==> src/rtl/clk_div_multi.sv <==
// clk_div_multi: per-channel tick strobe and square wave, registered one clk after the counting edge.
// cfg_ready drops while the target channel holds an unapplied divisor; CLKDIV_SYNC_EN adds the sync input.
module clk_div_multi #(
    parameter int N_CH    = 4,
    parameter int CNT_W   = 24,
    parameter int DIV_RST = 524288
) (
    input  logic             clk,
    input  logic             rst,
    input  logic [N_CH-1:0]  en,
    input  logic             cfg_valid,
    output logic             cfg_ready,
    input  logic [3:0]       cfg_ch,
    input  logic [CNT_W-1:0] cfg_div,
    output logic             cfg_err,
    output logic [N_CH-1:0]  pend,
    output logic [N_CH-1:0]  tick,
    output logic [N_CH-1:0]  sq
`ifdef CLKDIV_SYNC_EN
    ,
    input  logic             sync
`endif
);

    localparam logic [CNT_W-1:0] DIV_INIT = CNT_W'(DIV_RST);
    localparam logic [CNT_W-1:0] ONE      = CNT_W'(1);
    localparam logic [CNT_W-1:0] TWO      = CNT_W'(2);

    logic [CNT_W-1:0] cnt      [N_CH];
    logic [CNT_W-1:0] div      [N_CH];
    logic [CNT_W-1:0] div_pend [N_CH];

    logic [15:0]     pend_ext;
    logic            ch_bad;
    logic            div_bad;
    logic            cfg_acc;
    logic            cfg_wr;
    logic            restart_all;
    logic [N_CH-1:0] wr_sel;
    logic [N_CH-1:0] wrap;

`ifdef CLKDIV_SYNC_EN
    assign restart_all = sync;
`else
    assign restart_all = 1'b0;
`endif

    // Out-of-range channels are always ready so a bad write is accepted and flagged, never stalled.
    always_comb begin
        pend_ext           = '0;
        pend_ext[N_CH-1:0] = pend;
    end

    assign ch_bad    = (32'(cfg_ch) >= 32'(N_CH));
    assign div_bad   = (cfg_div < TWO);
    assign cfg_ready = ch_bad | ~pend_ext[cfg_ch];
    assign cfg_acc   = cfg_valid & cfg_ready;
    assign cfg_wr    = cfg_acc & ~ch_bad & ~div_bad;

    always_comb begin
        wr_sel = '0;
        wrap   = '0;
        for (int i = 0; i < N_CH; i++) begin
            wr_sel[i] = cfg_wr & (32'(cfg_ch) == 32'(i));
            wrap[i]   = (cnt[i] == div[i] - ONE);
        end
    end

    always_ff @(posedge clk) begin
        if (rst) begin
            cfg_err <= 1'b0;
            pend    <= '0;
            tick    <= '0;
            sq      <= '0;
            for (int i = 0; i < N_CH; i++) begin
                cnt[i]      <= '0;
                div[i]      <= DIV_INIT;
                div_pend[i] <= DIV_INIT;
            end
        end else begin
            cfg_err <= cfg_acc & (ch_bad | div_bad);
            for (int i = 0; i < N_CH; i++) begin
                if (restart_all || !en[i]) begin
                    cnt[i]  <= '0;
                    tick[i] <= 1'b0;
                    sq[i]   <= 1'b0;
                end else if (wrap[i]) begin
                    cnt[i]  <= '0;
                    tick[i] <= 1'b1;
                    sq[i]   <= 1'b0;
                end else begin
                    cnt[i]  <= cnt[i] + ONE;
                    tick[i] <= 1'b0;
                    sq[i]   <= ((cnt[i] + ONE) >= (div[i] >> 1));
                end
                // Divisor only changes when the count restarts, so a period is never cut short.
                if (pend[i] && (restart_all || !en[i] || wrap[i])) begin
                    div[i]  <= div_pend[i];
                    pend[i] <= 1'b0;
                end
                if (wr_sel[i]) begin
                    div_pend[i] <= cfg_div;
                    pend[i]     <= 1'b1;
                end
            end
        end
    end

endmodule

==> config.mk <==
export PLATFORM = sky130hd
export DESIGN_NAME = clk_div_multi
export DESIGN_NICKNAME = d
export VERILOG_FILES = /design/src/rtl/clk_div_multi.sv
export SDC_FILE = /design/constraint.sdc
export NUM_CORES = 1
export LEC_CHECK = 0
export ABC_AREA = 1
export BUFFER_PORTS_ARGS = -buffer_cell sky130_fd_sc_hd__buf_2
export CAP_MARGIN = 25
export CORE_ASPECT_RATIO = 0.6
export CORE_UTILIZATION = 40
export DETAILED_ROUTE_END_ITERATION = 7
export GPL_TIMING_DRIVEN = 0
export PLACE_DENSITY = 0.54
export SYNTH_ARGS = -nofsm -noshare
export SYNTH_HDL_FRONTEND = slang
export SYNTH_SLANG_ARGS = --single-unit
==> constraint.sdc <==
create_clock -name clk -period 8.54 [get_ports clk]
set_input_delay 1.708 -clock clk [delete_from_list [all_inputs] [get_ports clk]]
set_output_delay 1.708 -clock clk [all_outputs]
set_load 0.02 [all_outputs]
# Word level (Yosys, flattened, before mapping)
# Memory sizes are Yosys's and may differ from the RTL's.
# Index checks and enable logic that the tools add are counted.
[op_classes] n_addsub=8 n_lt_le_gt_ge=7 n_eq_ne=7 muxes=100 bitwise_logic=37 reduce_logical=21
[ops] operator="24-bit 2-to-1 mux" n=20
[ops] operator="24-bit by 1-bit adder with 24-bit output, second input constant" n=4
[ops] operator="24-bit == test" n=4
[ops] operator="24-bit by 23-bit >= comparator with 1-bit output" n=4
[ops] operator="24-bit by 1-bit subtractor with 24-bit output, second input constant" n=4
[ops] operator="1-bit 2-to-1 mux" n=79
[ops] operator="24-bit by 2-bit less-than comparator with 1-bit output, second input constant" n=1
[ops] operator="1-bit bitwise OR" n=22
[ops] operator="3-bit OR reduction" n=4
[ops] operator="1-bit bitwise AND" n=8
[ops] operator="4-bit by 2-bit == test with 1-bit output, second input constant" n=2
[ops] operator="2-bit nonzero test" n=4
[ops] operator="1-bit inverter" n=7
[ops] operator="4-bit by 5-bit less-than comparator with 1-bit output, second input constant" n=1
[ops] operator="1-bit binary-select mux with 4-bit select" n=1
[ops] operator="4-bit by 1-bit == test with 1-bit output, second input constant" n=1
[ops] operator="4-bit by 3-bit >= comparator with 1-bit output, second input constant" n=1
[ops] operator="1-bit logical AND" n=4
[ops] operator="1-bit zero test" n=4
[ops] operator="4-bit zero test" n=1
[ops] operator="1-bit logical OR" n=4
[word_totals] ff_bits=13 ramBits=288 inputBits=35 word_cells=193 n_memories=3
[mem_list] memory="cnt" depth=4 width=24 read_ports=4 rd_clocked_by_memory_dff=0 wr=4 line_no="29" source="logic [CNT_W-1:0] cnt [N_CH];"
[mem_list] memory="div" depth=4 width=24 read_ports=4 rd_clocked_by_memory_dff=0 wr=4 line_no="30" source="logic [CNT_W-1:0] div [N_CH];"
[mem_list] memory="div_pend" depth=4 width=24 read_ports=4 rd_clocked_by_memory_dff=0 wr=4 line_no="31" source="logic [CNT_W-1:0] div_pend [N_CH];"

# Logic depth before layout (Yosys ltp)
[logic_depth] word_depth=12 ltp_mapped=23 mapped_depth_nobuf=23

# Worst setup path after synthesis
# Ideal clock, no wire load.
[synth_timing] kind="input to output" start="input cfg_ch[0]" end="output cfg_ready" arrival_time_ps=2206 required_time_ps=6832 setup_slack_ps=4626 path_stages=5 path_cell_list="inv_1 -> nor2_1 -> nand2_1 -> nand4_1 -> nand2_1"
[synth_via] elab_chain_cells=4 word_cells_on_any_way=5 cone_classes="order compare (1); mux (2); bitwise (2)"
[synth_lines] element="start: declaration" line_no="13" source="input logic [3:0] cfg_ch,"
[synth_lines] element="1-bit binary-select mux with 4-bit select" line_no="56" source="assign cfg_ready = ch_bad | ~pend_ext[cfg_ch];"
[synth_lines] element="1-bit 2-to-1 mux (not written as such)" line_no="56"
[synth_lines] element="1-bit inverter" line_no="56"
[synth_lines] element="1-bit bitwise OR *" line_no="56"
[synth_lines] element="end: declaration" line_no="12" source="output logic cfg_ready,"
# Every way passes the cells marked *; elsewhere a longest branch is shown, timed or not. The select of a mux whose other input is x is not followed.

==> metrics <==
EDFF count, synth=around 290; maximum VDD drop=0.1592 mV; Min-Delay Startpoint=div_pend[1][7]; global-route wire length before repair=87.45 mm; CP Launch Type=register; most instantiated cells after synthesis=530 x nand2_1, 504 x inv_1, 471 x nor2_1, 288 x edfxtp_1, 140 x nand3_1; setup slack of the most critical reg-to-reg path=about 4.2 ns; standby leakage power=10.99 nW; worst-case setup margin in the final layout=roughly 4.2 ns; most repeated cell in the gate-level netlist after synthesis=nand2_1; chip width=296.8 um; residual overflow from global routing=0; combinational group share of total power=approximately an eighth; part of the power in the clock network=38.3%; most area-consuming cells after synthesis=edfxtp_1 41%, nand2_1 9.5%, inv_1 9.1%, nor2_1 8.5%, ha_1 6.0%; count of H-tree levels built during CTS=1; remaining max-slew budget at the tightest pin=roughly a fifth; number of global-route vias before repair=15797; arrival time reported for the critical path endpoint=4.84 ns; sequential cell area in the final layout=0.008909 mm2; total of buffers placed on input and output ports=48; drt pass-1 iters=5; routed wirelength normalized by instance count=15.65 um; terminating pin of the worst hold path=div[1][7]; summed instance area of the synthesized netlist=0.02086 mm2; post-detailed-route DRC marker count=0; Tot GR Track Use=21.07%; final wirelength=55.58 mm; maximum fanout encountered on the critical timing path=6; net count reported at finish=2967; post-synthesis cell type count=47; Routed Antenna Nets=0; sequential cell fraction of total power=48.8%; total internal power=approximately 2.6 mW; Worst setup EP type=register; total number of vias=between 15000 and 20000; cell count after synthesis=2649; number of setup buffers added after CTS=0; dpl hpwl=44.66 mm; cell count of the worst hold path=2; pin slew with the least headroom to its limit=1.171 ns; synth warn=0; Slew Viols, Final=0; area grow syn2layout=12.83%; CORE AREA=around 0.051 mm2; number of violations reported at the end of detailed-routing iteration 0=about 1300; Worst EP required=9.07 ns; unrepaired setup endpoints after global routing=no; r2r startpoint=cnt[0][0]; number of sinks on the clock net=301; root cell of the clock tree=clkbuf_16; Min Clock Period, post-route=4.311 ns; post-cts hold buffer count=0; number of flip-flops and latches in the synthesized netlist=301; switching pwr=0.9955 mW; CTS clock-pin slew for the worst setup and hold paths=around 0.070 ns; row cnt=64; CTS tree=yes; number of hold violations in the final report=0; post-route setup TNS=0 ns; number of top-level pins=49; number of fillers in the final layout=5087; initial core utilization=around two fifths; area of the multi-input gates=0.01015 mm2; Antenna Cells=0; maximum count of clock buffers along a single path=3; antenna violations before repair=1; post-cts resize count=0; register area share after synthesis=42.71%; most used flip-flop cell after synthesis=edfxtp_1; type of the most critical hold path=reg2reg; highest clock frequency the design can meet=0.2320 GHz; layout cells sized above 1=9.310%; syn avg cell area=between 7 and 8 um2; top-area cell type share of the netlist area=41.46%; ys async rst share=0%; worst setup timing slack at the placement stage=3.845 ns; startpoint-to-endpoint class of the critical path=reg2reg; run status=finished, final reports clean; cell depth of the worst flop-to-flop path=16; later-pin clock latency in the skew report=roughly 0.60 ns; capturing point of the worst reg2reg path=sq[0]; cell area power density=around 150 mW/mm2; Worst Skew=0.01179 ns; GP Congestion=0.8994; die outline area=~0.053 mm2; post-synthesis cell type with the largest combined area=edfxtp_1; Sw Ratio=27.55%; MaxCap Viol Count=0; Die Span Y=178.9 um; via-per-instance ratio=4.816; total clock buffers created by CTS=31; count of endpoints failing setup in the final report=0; share of the cycle needed by the critical path after routing=50.48%; largest net degree at the start of global routing=25
## sequential cells by signal, indices dropped and copies added (netlist names)
name      flops
div_pend     96
pend          4
tick          4
cnt          96
div          96
cfg_err       1
sq            4
## metal layers
layer	up-vias	wire length, um	global-route usage (%)	share of wire, %
met3	56	3134	2.557	5.6
met5	-	0	0	0
met1	7934	29860	33.87	54
met2	392	21500	29.54	39
li1	8716	-	-	-
met4	0	1076	4.296	1.9
## worst max path at each step
stage | slack, ns | start | cells after the start | end
finish | 4.23 | cnt[0][0] | 16 | sq[0]
global route | 4.01 | cnt[2][2] | 17 | sq[2]
CTS | 4.25 | cfg_ch[0] | 7 | cfg_ready
detailed placement | 3.85 | cfg_div[13] | 10 | div_pend[0][3]
global placement | 3.75 | cfg_div[16] | 10 | div_pend[3][12]
floorplan | 4.63 | cfg_ch[0] | 5 | cfg_ready
## logic make-up (layout without fill, tap and decap cells)
logic type                 after synthesis  after routing  share of synthesized area, %
xor gates and xnor gates               145            145                         6.089
DFF                                    301            301                         42.71
AOI/OAI and AO/OA                      128            128                         3.545
other                                    1             96                       0.01798
buffers and inverters                  550            663                         10.34
adders and majority gates              100            100                         5.999
and+or+nand+nor                       1424           1424                         31.30
## per-stage QoR
step | total power, mW | hold WS (ns) | cell area [um2] | cells | util, %
after floorplan | 2.098 | 0.5020 | 21210 | 2744 | -
after global placement | 2.236 | 0.5246 | 22320 | 3485 | 43.55
after detailed placement | 2.248 | 0.5342 | 22380 | 3487 | 43.66
after CTS | 3.648 | 0.5438 | 23390 | 3545 | 45.65
after global routing | 3.778 | 0.5651 | 23530 | 3550 | 45.92
final | 3.613 | 0.5451 | 23530 | 3550 | 45.92
## critical path: stages, from the launching register on
cell and delay [ns]:
edfxtp_1 0.46, nand4_1 0.25, nor3_1 0.78, nand2_1 0.21
nor3_1 0.47, nand2_1 0.14, xor2_1 0.23, inv_1 0.08
ha_1 0.31, nand2_1 0.06, a21oi_1 0.12, nor3_1 0.06
o311ai_0 0.63, nor2_1 0.13, nand3_1 0.15, nand2_1 0.07
inv_1 0.11
## power groups by stage
| stage | clock network (mW) | logic (mW) | registers, mW |
|---|---|---|---|
| detailed placement | 0 | 0.453 | 1.79 |
| finish | 1.38 | 0.467 | 1.76 |
| global placement | 0 | 0.442 | 1.79 |
| CTS | 1.43 | 0.456 | 1.76 |
| global route | 1.47 | 0.532 | 1.77 |
| floorplan | 0 | 0.330 | 1.77 |
## cell usage in the layout (no fill, tap or decap), types with 9 or more instances in the layout
cell and instances:
nand3_2 9, nor2_1 471, conb_1 96, xor2_1 96, clkbuf_16 31, clkbuf_1 18, buf_2 59, nand3_1 140
a21oi_1 56, inv_1 504, nand3b_1 29, nand4_1 74, o21ai_0 33, dfxtp_1 13, buf_6 10, edfxtp_1 288
nand2_2 12, xnor2_1 49, nor2_2 55, nand2_1 530, ha_1 100, nor3_1 35, nor2_4 39
## layout make-up
cell class                 instances  share of cell area [%]
multi-input combinational       1893                   43.13
sequential                       301                   37.86
inverter                         514                   8.199
tap                              693                   3.685
clock buffer                      36                   3.419
timing repair buffer              55                   1.840
buffer                            36                  0.9677
clock inverter                    22                  0.9092
Note: power is estimated with default switching activity, not from simulation.
